[src/rtl/spike_time_encoder_pkg.sv]
// ----------------------------------------------------------------------------
// spike_time_encoder_pkg
//   Shared constants for the spiking layer and its input encoder: default
//   layer dimensions, the NO_SPIKE code, the time_val period lengths for
//   training and test, and the encoder FSM state type.
// ----------------------------------------------------------------------------
package spike_time_encoder_pkg;

   // Layer dimensions
   localparam int DEF_NUM_SPIKES    = 16;
   localparam int DEF_PIXEL_W       = 8;
   localparam int DEF_TIME_W        = 4;
   localparam int DEF_TVAL_W        = 5;
   localparam int DEF_MIN_INTENSITY = 32;

   // Length of one time_val period, in cycles
   localparam int DEF_TRAIN_PERIOD  = 24;
   localparam int DEF_TEST_PERIOD   = 8;

   // A spike time with its MSB set means "this input never spikes"
   localparam logic [DEF_TIME_W-1:0] NO_SPIKE = '1;

   typedef enum logic {
      FILL = 1'b0,   // collecting pixels into the shadow buffer
      FULL = 1'b1    // shadow holds a complete image, waiting for period end
   } enc_state_t;

endpackage

[src/rtl/spike_time_encode.sv]
// ----------------------------------------------------------------------------
// spike_time_encode
//   Purely combinational pixel-to-spike-time mapping. Bright pixels map to
//   early times; pixels below MIN_INTENSITY map to all ones (no spike).
//
// Ports:
//   pix         in   PIXEL_W  pixel intensity
//   spike_time  out  TIME_W   encoded spike time
// ----------------------------------------------------------------------------
module spike_time_encode
   import spike_time_encoder_pkg::*;
#(
   parameter int PIXEL_W       = DEF_PIXEL_W,
   parameter int TIME_W        = DEF_TIME_W,
   parameter int MIN_INTENSITY = DEF_MIN_INTENSITY
) (
   input  logic [PIXEL_W-1:0] pix,
   output logic [TIME_W-1:0]  spike_time
);

   // Keep TIME_W-1 significant bits so the result never reaches the MSB,
   // which is reserved for the no-spike code.
   localparam int SHIFT = PIXEL_W - TIME_W + 1;

   logic [PIXEL_W-1:0] inv;

   // (2^PIXEL_W - 1) - pix is just the bitwise inverse.
   assign inv = ~pix;

   always_comb begin
      if (pix < PIXEL_W'(MIN_INTENSITY)) begin
         spike_time = '1;
      end else begin
         spike_time = TIME_W'(inv >> SHIFT);
      end
   end

endmodule

[src/rtl/spike_time_encoder.sv]
// ----------------------------------------------------------------------------
// spike_time_encoder
//   Rank-order encoder in front of the spiking layer. Pixels arrive over a
//   valid/ready handshake, are encoded to spike times into a shadow buffer,
//   and the shadow is swapped into spike_times at the time_val period end so
//   the layer sees a stable image for a whole period.
//
// Configuration macro:
//   ENCODER_BLANK_ON_UNDERRUN_EN  when defined, a period end with no complete
//                                 image blanks spike_times and clears
//                                 frame_valid; otherwise the previous image
//                                 is presented again.
//
// Ports:
//   clk          in   1                      clock, rising edge
//   rst          in   1                      asynchronous active-high reset
//   training     in   1                      selects TRAIN/TEST period length
//   time_val     in   TVAL_W                 global period counter
//   pix_valid    in   1                      pixel offered
//   pix_ready    out  1                      encoder can accept a pixel
//   pix_data     in   PIXEL_W                pixel intensity
//   pix_last     in   1                      last pixel of the image
//   spike_times  out  NUM_SPIKES x TIME_W    layer input, registered
//   frame_valid  out  1                      spike_times holds a real image
//   frame_cnt    out  16                     number of swaps performed
//   err_len      out  1                      sticky image-length error
// ----------------------------------------------------------------------------
module spike_time_encoder
   import spike_time_encoder_pkg::*;
#(
   parameter int NUM_SPIKES    = DEF_NUM_SPIKES,
   parameter int PIXEL_W       = DEF_PIXEL_W,
   parameter int TIME_W        = DEF_TIME_W,
   parameter int TVAL_W        = DEF_TVAL_W,
   parameter int TRAIN_PERIOD  = DEF_TRAIN_PERIOD,
   parameter int TEST_PERIOD   = DEF_TEST_PERIOD,
   parameter int MIN_INTENSITY = DEF_MIN_INTENSITY
) (
   input  logic                                clk,
   input  logic                                rst,
   input  logic                                training,
   input  logic [TVAL_W-1:0]                   time_val,
   input  logic                                pix_valid,
   output logic                                pix_ready,
   input  logic [PIXEL_W-1:0]                  pix_data,
   input  logic                                pix_last,
   output logic [NUM_SPIKES-1:0][TIME_W-1:0]   spike_times,
   output logic                                frame_valid,
   output logic [15:0]                         frame_cnt,
   output logic                                err_len
);

   localparam int IDX_W = (NUM_SPIKES > 1) ? $clog2(NUM_SPIKES) : 1;
   localparam logic [IDX_W-1:0]  LAST_IDX  = IDX_W'(NUM_SPIKES - 1);
   localparam logic [TVAL_W-1:0] TRAIN_END = TVAL_W'(TRAIN_PERIOD - 1);
   localparam logic [TVAL_W-1:0] TEST_END  = TVAL_W'(TEST_PERIOD - 1);
   // Same all-ones code as the package NO_SPIKE, sized to this TIME_W.
   localparam logic [TIME_W-1:0] NO_SPIKE_CODE = '1;

   enc_state_t                        state;
   enc_state_t                        state_nxt;
   logic [IDX_W-1:0]                  idx;
   logic                              discard;
   logic [NUM_SPIKES-1:0][TIME_W-1:0] shadow;
   logic [TIME_W-1:0]                 pix_time;
   logic                              accept;
   logic                              period_end;
   logic                              swap;
   logic                              img_done;

   spike_time_encode #(
      .PIXEL_W       (PIXEL_W),
      .TIME_W        (TIME_W),
      .MIN_INTENSITY (MIN_INTENSITY)
   ) u_encode (
      .pix        (pix_data),
      .spike_time (pix_time)
   );

   assign pix_ready  = (state == FILL);
   assign accept     = pix_valid & pix_ready;
   // training is sampled every cycle, so a mid-period change applies at the
   // next period end that matches the new length.
   assign period_end = (time_val == (training ? TRAIN_END : TEST_END));
   assign swap       = period_end & (state == FULL);
   // Pixels tagged as the tail of an over-long image never complete a frame.
   assign img_done   = accept & ~discard & (pix_last | (idx == LAST_IDX));

`ifdef ENCODER_BLANK_ON_UNDERRUN_EN
   logic underrun;
   assign underrun = period_end & (state == FILL);
`endif

   // NOTE: sequential state uses non-blocking assignments so every flop
   // samples the pre-edge values regardless of statement order.
   always_ff @(posedge clk or posedge rst) begin
      if (rst) begin
         state <= FILL;
      end else begin
         state <= state_nxt;
      end
   end

   // NOTE: next-state gets a default before the case so no path leaves it
   // unassigned, which would infer a latch.
   always_comb begin
      state_nxt = state;
      case (state)
         FILL:    if (img_done) state_nxt = FULL;
         FULL:    if (swap)     state_nxt = FILL;
         default: state_nxt = FILL;
      endcase
   end

   // NOTE: the shadow buffer is a small flop array and is reset on purpose:
   // entries never written by a short image must already read NO_SPIKE.
   always_ff @(posedge clk or posedge rst) begin
      if (rst) begin
         idx         <= '0;
         discard     <= 1'b0;
         shadow      <= {NUM_SPIKES{NO_SPIKE_CODE}};
         spike_times <= {NUM_SPIKES{NO_SPIKE_CODE}};
         frame_valid <= 1'b0;
         frame_cnt   <= '0;
         err_len     <= 1'b0;
      end else begin
         if (swap) begin
            spike_times <= shadow;
            frame_valid <= 1'b1;
            frame_cnt   <= frame_cnt + 16'd1;
            idx         <= '0;
            shadow      <= {NUM_SPIKES{NO_SPIKE_CODE}};
         end
`ifdef ENCODER_BLANK_ON_UNDERRUN_EN
         else if (underrun) begin
            spike_times <= {NUM_SPIKES{NO_SPIKE_CODE}};
            frame_valid <= 1'b0;
         end
`endif

         // A swap only happens in FULL, where pix_ready is low, so the
         // shadow writes below never collide with the swap above.
         if (accept) begin
            if (discard) begin
               if (pix_last) discard <= 1'b0;
            end else begin
               shadow[idx] <= pix_time;
               if (pix_last) begin
                  if (idx != LAST_IDX) begin
                     err_len <= 1'b1;
                     for (int i = 0; i < NUM_SPIKES; i++) begin
                        if (i > int'(idx)) shadow[i] <= NO_SPIKE_CODE;
                     end
                  end
               end else if (idx == LAST_IDX) begin
                  // Frame is full but the image goes on: swallow the rest.
                  err_len <= 1'b1;
                  discard <= 1'b1;
               end else begin
                  idx <= idx + IDX_W'(1);
               end
            end
         end
      end
   end

endmodule

[config.mk]
export PLATFORM = sky130hd
export DESIGN_NAME = spike_time_encoder
export DESIGN_NICKNAME = d
export VERILOG_FILES = /design/src/rtl/spike_time_encoder_pkg.sv /design/src/rtl/spike_time_encode.sv /design/src/rtl/spike_time_encoder.sv
export SDC_FILE = /design/constraint.sdc
export NUM_CORES = 1
export LEC_CHECK = 0
export CORE_MARGIN = 2
export CORE_UTILIZATION = 40
export DETAILED_ROUTE_END_ITERATION = 12
export PLACE_DENSITY = 0.71
export SKIP_CTS_REPAIR_TIMING = 1
export SYNTH_ARGS = -nofsm -noshare
export SYNTH_HDL_FRONTEND = slang
export SYNTH_HIERARCHICAL = 1
export SYNTH_SLANG_ARGS = --single-unit
[constraint.sdc]
create_clock -name clk -period 7.1 [get_ports clk]
set_clock_uncertainty 0.2 [all_clocks]
set_input_delay 1.42 -clock clk [delete_from_list [all_inputs] [get_ports clk]]
set_output_delay 1.42 -clock clk [all_outputs]
set_load 0.02 [all_outputs]
==> run metrics, run 1 <==
Hold Crit Endpoint=spike_times[30]$_DFFE_PP1P_; status=finished, final reports clean; layout overhead on the synthesized area=26.1%; YS warnings=6; Skew-Pair Late Insertion Delay=430 ps; initial DRC count=410; net count after synthesis=742; depth of the most critical reg-to-reg path=5; Horiz. Die Dim=134 um; Layout Cell Area excl Fill=0.00847 mm2; remaining number of nets flagged by the antenna check after routing=0; Reg2Reg Launch Point=state$_DFF_PP0_; Highest Clock Rate=0.265 GHz; fin nets=824; worst IR drop on VDD=0.000200 V; Std-Cell Core Area=0.0165 mm2; fin crit share=53.1%; hold path start=shadow[30]$_DFF_PP1_; Total Die Area=0.0179 mm2; ports placed on the boundary=101; type of the worst min-delay path=reg -> reg; Initial DRT Pass Iterations=5; number of buffers between clock root and the deepest sink=2; cell chosen for the clock root=sky130_fd_sc_hd__clkbuf_16; PortBufs=95; CTS tree=yes; GRT Resource Usage Total=18.4%; mean instance size in the synthesized netlist=9.39 um2; remaining max-slew budget at the tightest pin=37.3%; initial antenna violation count=0; post-synthesis async set-or-reset flop share=100%; via count of the routed design=5,240; Worst Hold Depth=2; effective utilization at floorplan=40.7%; largest net degree at the start of global routing=104; number of diodes=0; CP Launch Type=input port; crit path capture type=flop; busiest metal layer after global routing=met2; row cnt=47; met3 routing resource usage after global routing=5.40%; Total Routed Length=15.6 mm; number of synthesized flops with an enable pin=0; unrepaired setup endpoints after global routing=false; wire length of the first global-routing pass=26.2 mm; HPWL reported at the end of detailed placement=10.1 mm; die outline height=134 um; CTS H-tree lvls=4; ys flop type=sky130_fd_sc_hd__dfstp_2; total CTS buffers=17; via count normalized by instance count=5.08; total congestion overflow after global routing=0; CP max FO=39; total of flip-flops plus latches after synthesis=152; fraction of the yosys area taken by sequential cells=59.0%; via count of the first global-routing pass=5,054; register-to-register setup slack=4630 ps; arrival time of data at the critical path endpoint=3920 ps; Synth Cell Area=0.00672 mm2; max_cap viols=0; commonest cells after routing, fill and taps aside=sky130_fd_sc_hd__nand2_1, sky130_fd_sc_hd__dfstp_2, sky130_fd_sc_hd__clkdlybuf4s50_1; final setup fails=0; kind of critical path=in -> reg; final RePlAce weighted congestion=0.818; share of final-layout standard cells stronger than drive strength 1=21.8%; DRC viols=0; number of standard cells after synthesis=716; Total Negative Setup Slacks=0 ps; final-report max-slew violation count=0; Crit Reg-Reg Endpoint=shadow[63]$_DFF_PP1_; average wire per cell in the routed design=15.1 um; number of hold-slack violations in the final timing report=0; Tightest Pin Transition=940 ps; area after detailed placement=0.00784 mm2; final core area utilization=51.3%; power density of the placed cells=430 mW/mm2; commonest non-fill, non-tap cell in the layout=sky130_fd_sc_hd__nand2_1; Synth cell types=39; clock-pin transition on the worst setup and hold timing paths=70 ps; grt met1 use=25.4%; post-layout min period=3770 ps; required time at the worst-slack endpoint=7250 ps; Leakage=0.00368 uW; met2 Track Usage GR=27.9%; TritonCTS Sinks=152
[per-layer routing]
metal | vias to the layer above | share of wire [%]
met5 | - | 0
met4 | 0 | 1.7
met3 | 23 | 5.4
met2 | 126 | 46
met1 | 2545 | 47
li1 | 2546 | -
[sequential cells by signal, indices dropped and copies added (netlist names)]
name and flops:
shadow 64, spike_times 64, frame_cnt 16, idx 4, discard 1, err_len 1, frame_valid 1, state 1
[cell usage after synthesis, types with 2 or more instances]
| cell | instances | share of area (%) |
|---|---|---|
| sky130_fd_sc_hd__nand2_1 | 213 | 12 |
| sky130_fd_sc_hd__dfstp_2 | 128 | 50 |
| sky130_fd_sc_hd__o21ai_0 | 68 | 5.1 |
| sky130_fd_sc_hd__nor2_1 | 62 | 3.5 |
| sky130_fd_sc_hd__nor3_1 | 60 | 4.5 |
| sky130_fd_sc_hd__nand3_1 | 26 | 1.9 |
| sky130_fd_sc_hd__dfrtp_1 | 24 | 8.9 |
| sky130_fd_sc_hd__and3_1 | 19 | 1.8 |
| sky130_fd_sc_hd__clkbuf_1 | 19 | 1.1 |
| sky130_fd_sc_hd__buf_2 | 12 | 0.89 |
| sky130_fd_sc_hd__xnor2_1 | 12 | 1.6 |
| sky130_fd_sc_hd__inv_1 | 9 | 0.50 |
| sky130_fd_sc_hd__ha_1 | 8 | 1.5 |
| sky130_fd_sc_hd__buf_1 | 6 | 0.34 |
| sky130_fd_sc_hd__nand4_1 | 5 | 0.47 |
| sky130_fd_sc_hd__xor2_1 | 5 | 0.65 |
| sky130_fd_sc_hd__nor2b_1 | 4 | 0.37 |
| sky130_fd_sc_hd__o22a_1 | 4 | 0.52 |
| sky130_fd_sc_hd__and4_1 | 3 | 0.39 |
| sky130_fd_sc_hd__nand2b_1 | 3 | 0.28 |
| sky130_fd_sc_hd__o21ai_1 | 3 | 0.22 |
| sky130_fd_sc_hd__or3_1 | 3 | 0.28 |
| sky130_fd_sc_hd__and2_1 | 2 | 0.19 |
| sky130_fd_sc_hd__nor3_2 | 2 | 0.30 |
| sky130_fd_sc_hd__nor4b_4 | 2 | 0.71 |
[how the worst max path moves through the flow]
stage,start,end,slack (ps),cells after the start
after floorplan,rst,discard$_DFFE_PP0P_,1600,1
after global placement,time_val[4],shadow[62]$_DFF_PP1_,2900,6
after detailed placement,training,shadow[60]$_DFF_PP1_,2880,6
after CTS,training,shadow[60]$_DFF_PP1_,3280,6
after global routing,time_val[4],shadow[63]$_DFF_PP1_,3090,6
final,training,shadow[63]$_DFF_PP1_,3330,6
[critical path, stage by stage]
cell and delay (ps):
sky130_fd_sc_hd__clkdlybuf4s50_1 480, sky130_fd_sc_hd__xor2_1 380, sky130_fd_sc_hd__or3_2 670, sky130_fd_sc_hd__buf_4 510, sky130_fd_sc_hd__nand2_1 210, sky130_fd_sc_hd__o22a_1 230
[power by group]
group	switching, uW	total [uW]	internal (uW)	leakage (uW)
registers	197	1550	1350	0.00166
logic	619	1130	506	0.00172
clock network	369	971	601	0.000301
[through the flow]
step / setup WS [ps] / std cells / power, uW / hold WS (ps)
CTS: 3280 / 1031 / 3680 / 247
finish: 3330 / 1031 / 3640 / 245
global placement: 2900 / 999 / 2670 / 242
global route: 3090 / 1031 / 3850 / 266
detailed placement: 2880 / 999 / 2700 / 244
floorplan: 1600 / 716 / 2160 / 235
[area by class of cell]
cell class                 instances  area [um2]
tap                              220         275
sequential                       152        3960
inverter                          10        42.5
clock inverter                    13         193
timing repair buffer             102        1000
clock buffer                      19         443
fill                            1475        8050
multi-input combinational        515        2550
[cells by family (layout without fill, tap and decap cells)]
kind of cell / after synthesis / after routing / synth area share (%)
XOR/XNOR: 17 / 17 / 2.22
adder cells (fa/ha/maj): 8 / 8 / 1.49
flip-flops: 152 / 152 / 59.0
AO/OA/AOI/OAI: 81 / 81 / 6.44
AND/OR/NAND/NOR: 409 / 409 / 27.7
buffers and inverters: 49 / 144 / 3.13
Power figures use the tool's default switching activity.
==> run 2, diff against run 1 <==
--- a/config.mk
+++ b/config.mk
@@ -8,7 +8,7 @@
 export CORE_MARGIN = 2
 export CORE_UTILIZATION = 40
 export DETAILED_ROUTE_END_ITERATION = 12
-export PLACE_DENSITY = 0.71
+export PLACE_DENSITY = 0.73
 export SKIP_CTS_REPAIR_TIMING = 1
 export SYNTH_ARGS = -nofsm -noshare
 export SYNTH_HDL_FRONTEND = slang
==> constraint.sdc (replaced) <==
create_clock -name clk -period 3.3 [get_ports clk]
set_clock_uncertainty 0.2 [all_clocks]
set_input_delay 0.66 -clock clk [delete_from_list [all_inputs] [get_ports clk]]
set_output_delay 0.66 -clock clk [all_outputs]
set_load 0.02 [all_outputs]
==> run 2 against run 1 <==
Cell count rose by 0.78%. Core utilization increased by 0.67 points. Sequential power increased by 120%. Total power is 110% higher. Critical endpoint is now pix_ready.
==> run metrics, run 2 (same netlist as run 1, synthesis figures left out) <==
post-layout min period=2510 ps; HPWL reported at the end of detailed placement=10.4 mm (+3.0%); layout overhead on the synthesized area=27.8%; overall power of the completed layout=7800 uW (+110%); Std-Cell Core Area=0.0165 mm2 (unchanged); arrival time of data at the critical path endpoint=1650 ps (-2270 ps); number of diodes=0 (unchanged); final RePlAce weighted congestion=0.828 (+1.3%); via count normalized by instance count=5.07 (-0.32%); clock share of power=26.0% (-0.6 points); kind of critical path=reg -> out; Tightest Pin Transition=752 ps (-188 ps); unrepaired setup endpoints after global routing=false; leading registers by flop count=shadow: 64 flops, spike_times: 64 flops, frame_cnt: 16 flops; CP max FO=6 (-85%); topmost layer with routed signal wires=met4; wire length of the first global-routing pass=26.0 mm (-0.68%); Cell Count, Final, Fillers Out=1,039 (+0.78%); CTS H-tree lvls=4 (unchanged); Fillers=1,488 (+0.88%); hold path start=shadow[28]$_DFF_PP1_; Leakage=0.00375 uW (+1.8%); Horiz. Die Dim=134 um (unchanged); Worst Setup Slack post-DPL=388 ps (-2490 ps); final setup fails=0 (unchanged); ports placed on the boundary=101 (unchanged); number of buffers between clock root and the deepest sink=2 (unchanged); PortBufs=95 (unchanged); internal power=5290 uW (+120%); area occupied by multi-input gates=0.00255 mm2 (unchanged); crit path capture type=primary output; commonest non-fill, non-tap cell in the layout=sky130_fd_sc_hd__nand2_1; TritonCTS Sinks=152 (unchanged); status=finished, final reports clean; worst IR drop on VDD=0.000434 V (+120%); Total Routed Length=15.4 mm (-1.1%); GRT Resource Usage Total=18.3% (-0.099 points); final worst setup slack=794 ps (-2540 ps); fin crit share=75.9%; Reg2Reg Launch Point=state$_DFF_PP0_; via count of the routed design=5,264 (+0.46%); depth of the most critical reg-to-reg path=5 (unchanged); via count of the first global-routing pass=5,174 (+2.4%); worst slack on hold paths=250 ps (+5.07 ps); cell chosen for the clock root=sky130_fd_sc_hd__clkbuf_16; Worst Hold Depth=2 (unchanged); number of hold-slack violations in the final timing report=0 (unchanged); total CTS buffers=17 (unchanged); initial antenna violation count=0 (unchanged); DRC viols=0 (unchanged); Highest Clock Rate=0.399 GHz; largest net degree at the start of global routing=51 (-51%); combinational group share of total power=31.2% (+0.3 points); met3 routed WL=825 um (-2.4%); sequential cell area in the final layout=0.00396 mm2 (unchanged); WL met2=7.03 mm (-2.7%); required time at the worst-slack endpoint=2440 ps (-4810 ps); Total Die Area=0.0179 mm2 (unchanged); fin nets=832 (+0.97%); Skew-Pair Late Insertion Delay=430 ps (about the same); remaining max-slew budget at the tightest pin=49.8% (+12 points); clock-pin transition on the worst setup and hold timing paths=60 ps (about the same); average wire per cell in the routed design=14.8 um (-1.9%); die outline height=134 um (unchanged); row cnt=47 (unchanged); register share of total power=42.8% (+0.3 points); final-report max-slew violation count=0 (unchanged); effective utilization at floorplan=40.7% (unchanged); type of the worst min-delay path=reg -> reg; total congestion overflow after global routing=0 (unchanged); remaining number of nets flagged by the antenna check after routing=0 (unchanged); total instance count after detailed placement=1,007 (+0.80%); post-route met1 wirelength=7.27 mm (+0.25%); CP Launch Type=flop; max_cap viols=0 (unchanged); CTS tree=yes; share of final-layout standard cells stronger than drive strength 1=22.6% (+0.76 points); initial DRC count=359 (-12%); power density of the placed cells=909 mW/mm2 (+110%); Initial DRT Pass Iterations=5 (unchanged); commonest cells after routing, fill and taps aside=sky130_fd_sc_hd__nand2_1, sky130_fd_sc_hd__dfstp_2, sky130_fd_sc_hd__clkdlybuf4s50_1; fraction of power spent switching nets=32.3% (-0.27 points); switching power=2520 uW (+110%); Total Negative Setup Slacks=0 ps (unchanged); CP startpoint=state$_DFF_PP0_
## run 2: cell types whose count changed in the layout (fill, tap and decap cells not counted), moves of 3 or more
cell / delta
sky130_fd_sc_hd__buf_12: +5
sky130_fd_sc_hd__buf_4: +3
sky130_fd_sc_hd__clkinv_2: +4
sky130_fd_sc_hd__inv_6: -3
## run 2: layer usage
metal | vias up | global-route usage, %
met4 | 0 | 6.62
met5 | - | 0
met2 | 124 | 27.4
met3 | 27 | 5.25
met1 | 2564 | 25.3
li1 | 2549 | -
## run 2: power groups by stage
stage               Clock, uW  Combinational [uW]  Sequential [uW]
finish                   2030                2430             3340
global route             2150                2660             3430
CTS                      2070                2470             3350
detailed placement          0                2460             3360
global placement            0                2420             3350
floorplan                   0                 836             3810
## run 2: path summary, 6_finish.rpt
check                           slack, ps                     endpoint
worst max-delay path                  790                    pix_ready
min in group asynchronous             460      frame_valid$_DFFE_PP0P_
worst min register to register        250  spike_times[28]$_DFFE_PP1P_
worst min-delay path                  250  spike_times[28]$_DFFE_PP1P_
max in group asynchronous            1750  spike_times[15]$_DFFE_PP1P_
worst max register to register       1120             idx[0]$_DFF_PP0_
## run 2: area by class of cell
class | instances | share of cell area (%)
timing repair buffer | 110 | 13.1
clock inverter | 11 | 1.68
tap | 220 | 3.21
clock buffer | 21 | 5.61
sequential | 152 | 46.2
multi-input combinational | 515 | 29.7
inverter | 10 | 0.481
## run 2: per-stage QoR
stage,util [%],instance area [um2]
5_1_grt,52.0,8590
4_1_cts,52.0,8590
6_report,52.0,8590
2_1_floorplan,-,6720
3_5_place_dp,48.2,7960
3_3_place_gp,48.2,7960
## run 2: worst max-delay path, cell delays in order, from the launching register on
cell and delay [ps]:
sky130_fd_sc_hd__dfrtp_1 480, sky130_fd_sc_hd__inv_2 130, sky130_fd_sc_hd__clkdlybuf4s50_1 620
==> run 3, diff against run 2 <==
--- a/config.mk
+++ b/config.mk
@@ -8,7 +8,7 @@
 export CORE_MARGIN = 2
 export CORE_UTILIZATION = 40
 export DETAILED_ROUTE_END_ITERATION = 12
-export PLACE_DENSITY = 0.73
+export PLACE_DENSITY = 0.71
 export SKIP_CTS_REPAIR_TIMING = 1
 export SYNTH_ARGS = -nofsm -noshare
 export SYNTH_HDL_FRONTEND = slang
==> constraint.sdc (replaced) <==
create_clock -name clk -period 2.4 [get_ports clk]
set_clock_uncertainty 0.2 [all_clocks]
set_input_delay 0.48 -clock clk [delete_from_list [all_inputs] [get_ports clk]]
set_output_delay 0.48 -clock clk [all_outputs]
set_load 0.02 [all_outputs]
==> run 3 against run 2 <==
Non-clock buffer count increased by 16. First-iteration DRC count down 23%. Core utilization up 1.4 points. Count of clock-buffer cells in the layout fell by 2. Critical path depth stayed put. Via count grew 3.0%.
==> run metrics, run 3 (same netlist as run 1, synthesis figures left out) <==
worst IR drop on VDD=0.000552 V (+27%); commonest cells after routing, fill and taps aside=sky130_fd_sc_hd__nand2_1, sky130_fd_sc_hd__dfstp_2, sky130_fd_sc_hd__clkdlybuf4s50_1; CP max FO=6 (unchanged); met3 routing resource usage after global routing=4.72% (-0.53 points); share of final-layout standard cells stronger than drive strength 1=24.2% (+1.6 points); Total Negative Setup Slacks=0 ps (unchanged); Crit Reg-Reg Endpoint=shadow[57]$_DFF_PP1_; row cnt=47 (unchanged); GRT Resource Usage Total=19.0% (+0.70 points); remaining max-slew budget at the tightest pin=61.4% (+12 points); DRC viols=0 (unchanged); Tightest Pin Transition=578 ps (-174 ps); cell family with the largest share of critical-path delay=buffers and inverters; via count of the first global-routing pass=5,268 (+1.8%); Highest Clock Rate=0.435 GHz; met2 Track Usage GR=29.3% (+1.9 points); cells along the critical path=inv_2 > clkdlybuf4s50_1; Worst setup endpoint=pix_ready; Total Routed Length=16.1 mm (+4.3%); PortBufs=95 (unchanged); total congestion overflow after global routing=0 (unchanged); Critical Path Stages=2 (unchanged); CTS tree=yes; busiest metal layer after global routing=met2; fin nets=848 (+1.9%); post-layout min period=2300 ps; initial antenna violation count=0 (unchanged); ports placed on the boundary=101 (unchanged); layout overhead on the synthesized area=31.1%; unrepaired setup endpoints after global routing=false; arrival time of data at the critical path endpoint=1620 ps (-30 ps); kind of critical path=reg -> out; final worst setup slack=100 ps (-694 ps); slowest library cell on the worst path=sky130_fd_sc_hd__clkdlybuf4s50_1; Initial DRT Pass Iterations=6 (+1); Fillers=1,460 (-1.9%); remaining number of nets flagged by the antenna check after routing=0 (unchanged); type of the worst min-delay path=reg -> reg; Worst Setup Slack post-DPL=-159 ps (-547 ps); required time at the worst-slack endpoint=1720 ps (-720 ps); number of buffers between clock root and the deepest sink=2 (unchanged); Total Die Area=0.0179 mm2 (unchanged); final core area utilization=53.3% (+1.4 points); CP Launch Type=flop; final setup fails=0 (unchanged); wire length of the first global-routing pass=26.9 mm (+3.4%); initial DRC count=276 (-23%); Std-Cell Core Area=0.0165 mm2 (unchanged); via count of the routed design=5,423 (+3.0%); fin crit share=95.8%; Horiz. Die Dim=134 um (unchanged); max_cap viols=0 (unchanged); leading registers by flop count=shadow: 64 flops, spike_times: 64 flops, frame_cnt: 16 flops; grt met1 use=26.0% (+0.74 points); count of buffer and inverter cells on the critical path=2 (unchanged); power density of the placed cells=1230 mW/mm2 (+35%); die outline height=134 um (unchanged); CP startpoint=state$_DFF_PP0_; final RePlAce weighted congestion=0.795 (-4.0%); via count normalized by instance count=5.14 (+1.5%); crit path capture type=primary output; commonest non-fill, non-tap cell in the layout=sky130_fd_sc_hd__nand2_1; clock-pin transition on the worst setup and hold timing paths=60 ps (about the same); HPWL reported at the end of detailed placement=11.1 mm (+6.6%); effective utilization at floorplan=40.7% (unchanged); status=finished, final reports clean; register-to-register setup slack=360 ps (-760 ps); final-report max-slew violation count=0 (unchanged); CTS H-tree lvls=4 (unchanged); total CTS buffers=17 (unchanged); depth of the most critical reg-to-reg path=4 (-1); Leakage=0.00384 uW (+2.5%); TritonCTS Sinks=152 (unchanged); worst stage delay on the critical path=610 ps (about the same); largest net degree at the start of global routing=40 (-22%); Skew-Pair Late Insertion Delay=430 ps (about the same); cell chosen for the clock root=sky130_fd_sc_hd__clkbuf_16; Reg2Reg Launch Point=idx[1]$_DFF_PP0_; number of hold-slack violations in the final timing report=0 (unchanged); worst slack on hold paths=253 ps (+2.67 ps); number of diodes=0 (unchanged); average wire per cell in the routed design=15.2 um (+2.7%)
[run 3: metrics by stage]
stage                     power, uW  std cells  instance area [um2]
final                         10800       1055                 8810
after global routing          11400       1055                 8810
after global placement         8010       1023                 8190
after detailed placement       8100       1023                 8190
after floorplan                6380        716                 6720
after CTS                     10900       1055                 8810
[run 3: layout make-up]
cell class                      count  area (um2)  share of cell area, %
Clock buffer                       19         453                   5.14
Clock inverter                     13         168                   1.90
Inverter                           10        41.3                  0.468
Multi-Input combinational cell    515        2550                   29.0
Sequential cell                   152        3960                   45.0
Tap cell                          220         275                   3.12
Timing Repair Buffer              126        1360                   15.4
[run 3: worst min-delay path, delay by kind of cell (launching register included)]
family	cells	cell delay, ps
and+or+nand+nor	2	90
DFF	1	370
[run 3: where the power goes]
part,switching [uW],internal (uW)
clock network,1100,1700
registers,587,4000
logic,1890,1570
total,3570,7270
[run 3: per-layer routing]
metal | wire length, um | share of wire [%]
met5 | 0 | 0
met4 | 288 | 1.8
met3 | 851 | 5.3
met2 | 7520 | 47
met1 | 7410 | 46
[run 3: worst min path at each step]
stage                    startpoint                          end  cells past startpoint
6_report       shadow[45]$_DFF_PP1_  spike_times[45]$_DFFE_PP1P_                      2
5_1_grt        shadow[45]$_DFF_PP1_  spike_times[45]$_DFFE_PP1P_                      2
4_1_cts        shadow[50]$_DFF_PP1_  spike_times[50]$_DFFE_PP1P_                      2
3_5_place_dp   shadow[45]$_DFF_PP1_  spike_times[45]$_DFFE_PP1P_                      2
3_3_place_gp   shadow[26]$_DFF_PP1_  spike_times[26]$_DFFE_PP1P_                      2
2_1_floorplan  shadow[60]$_DFF_PP1_  spike_times[60]$_DFFE_PP1P_                      2
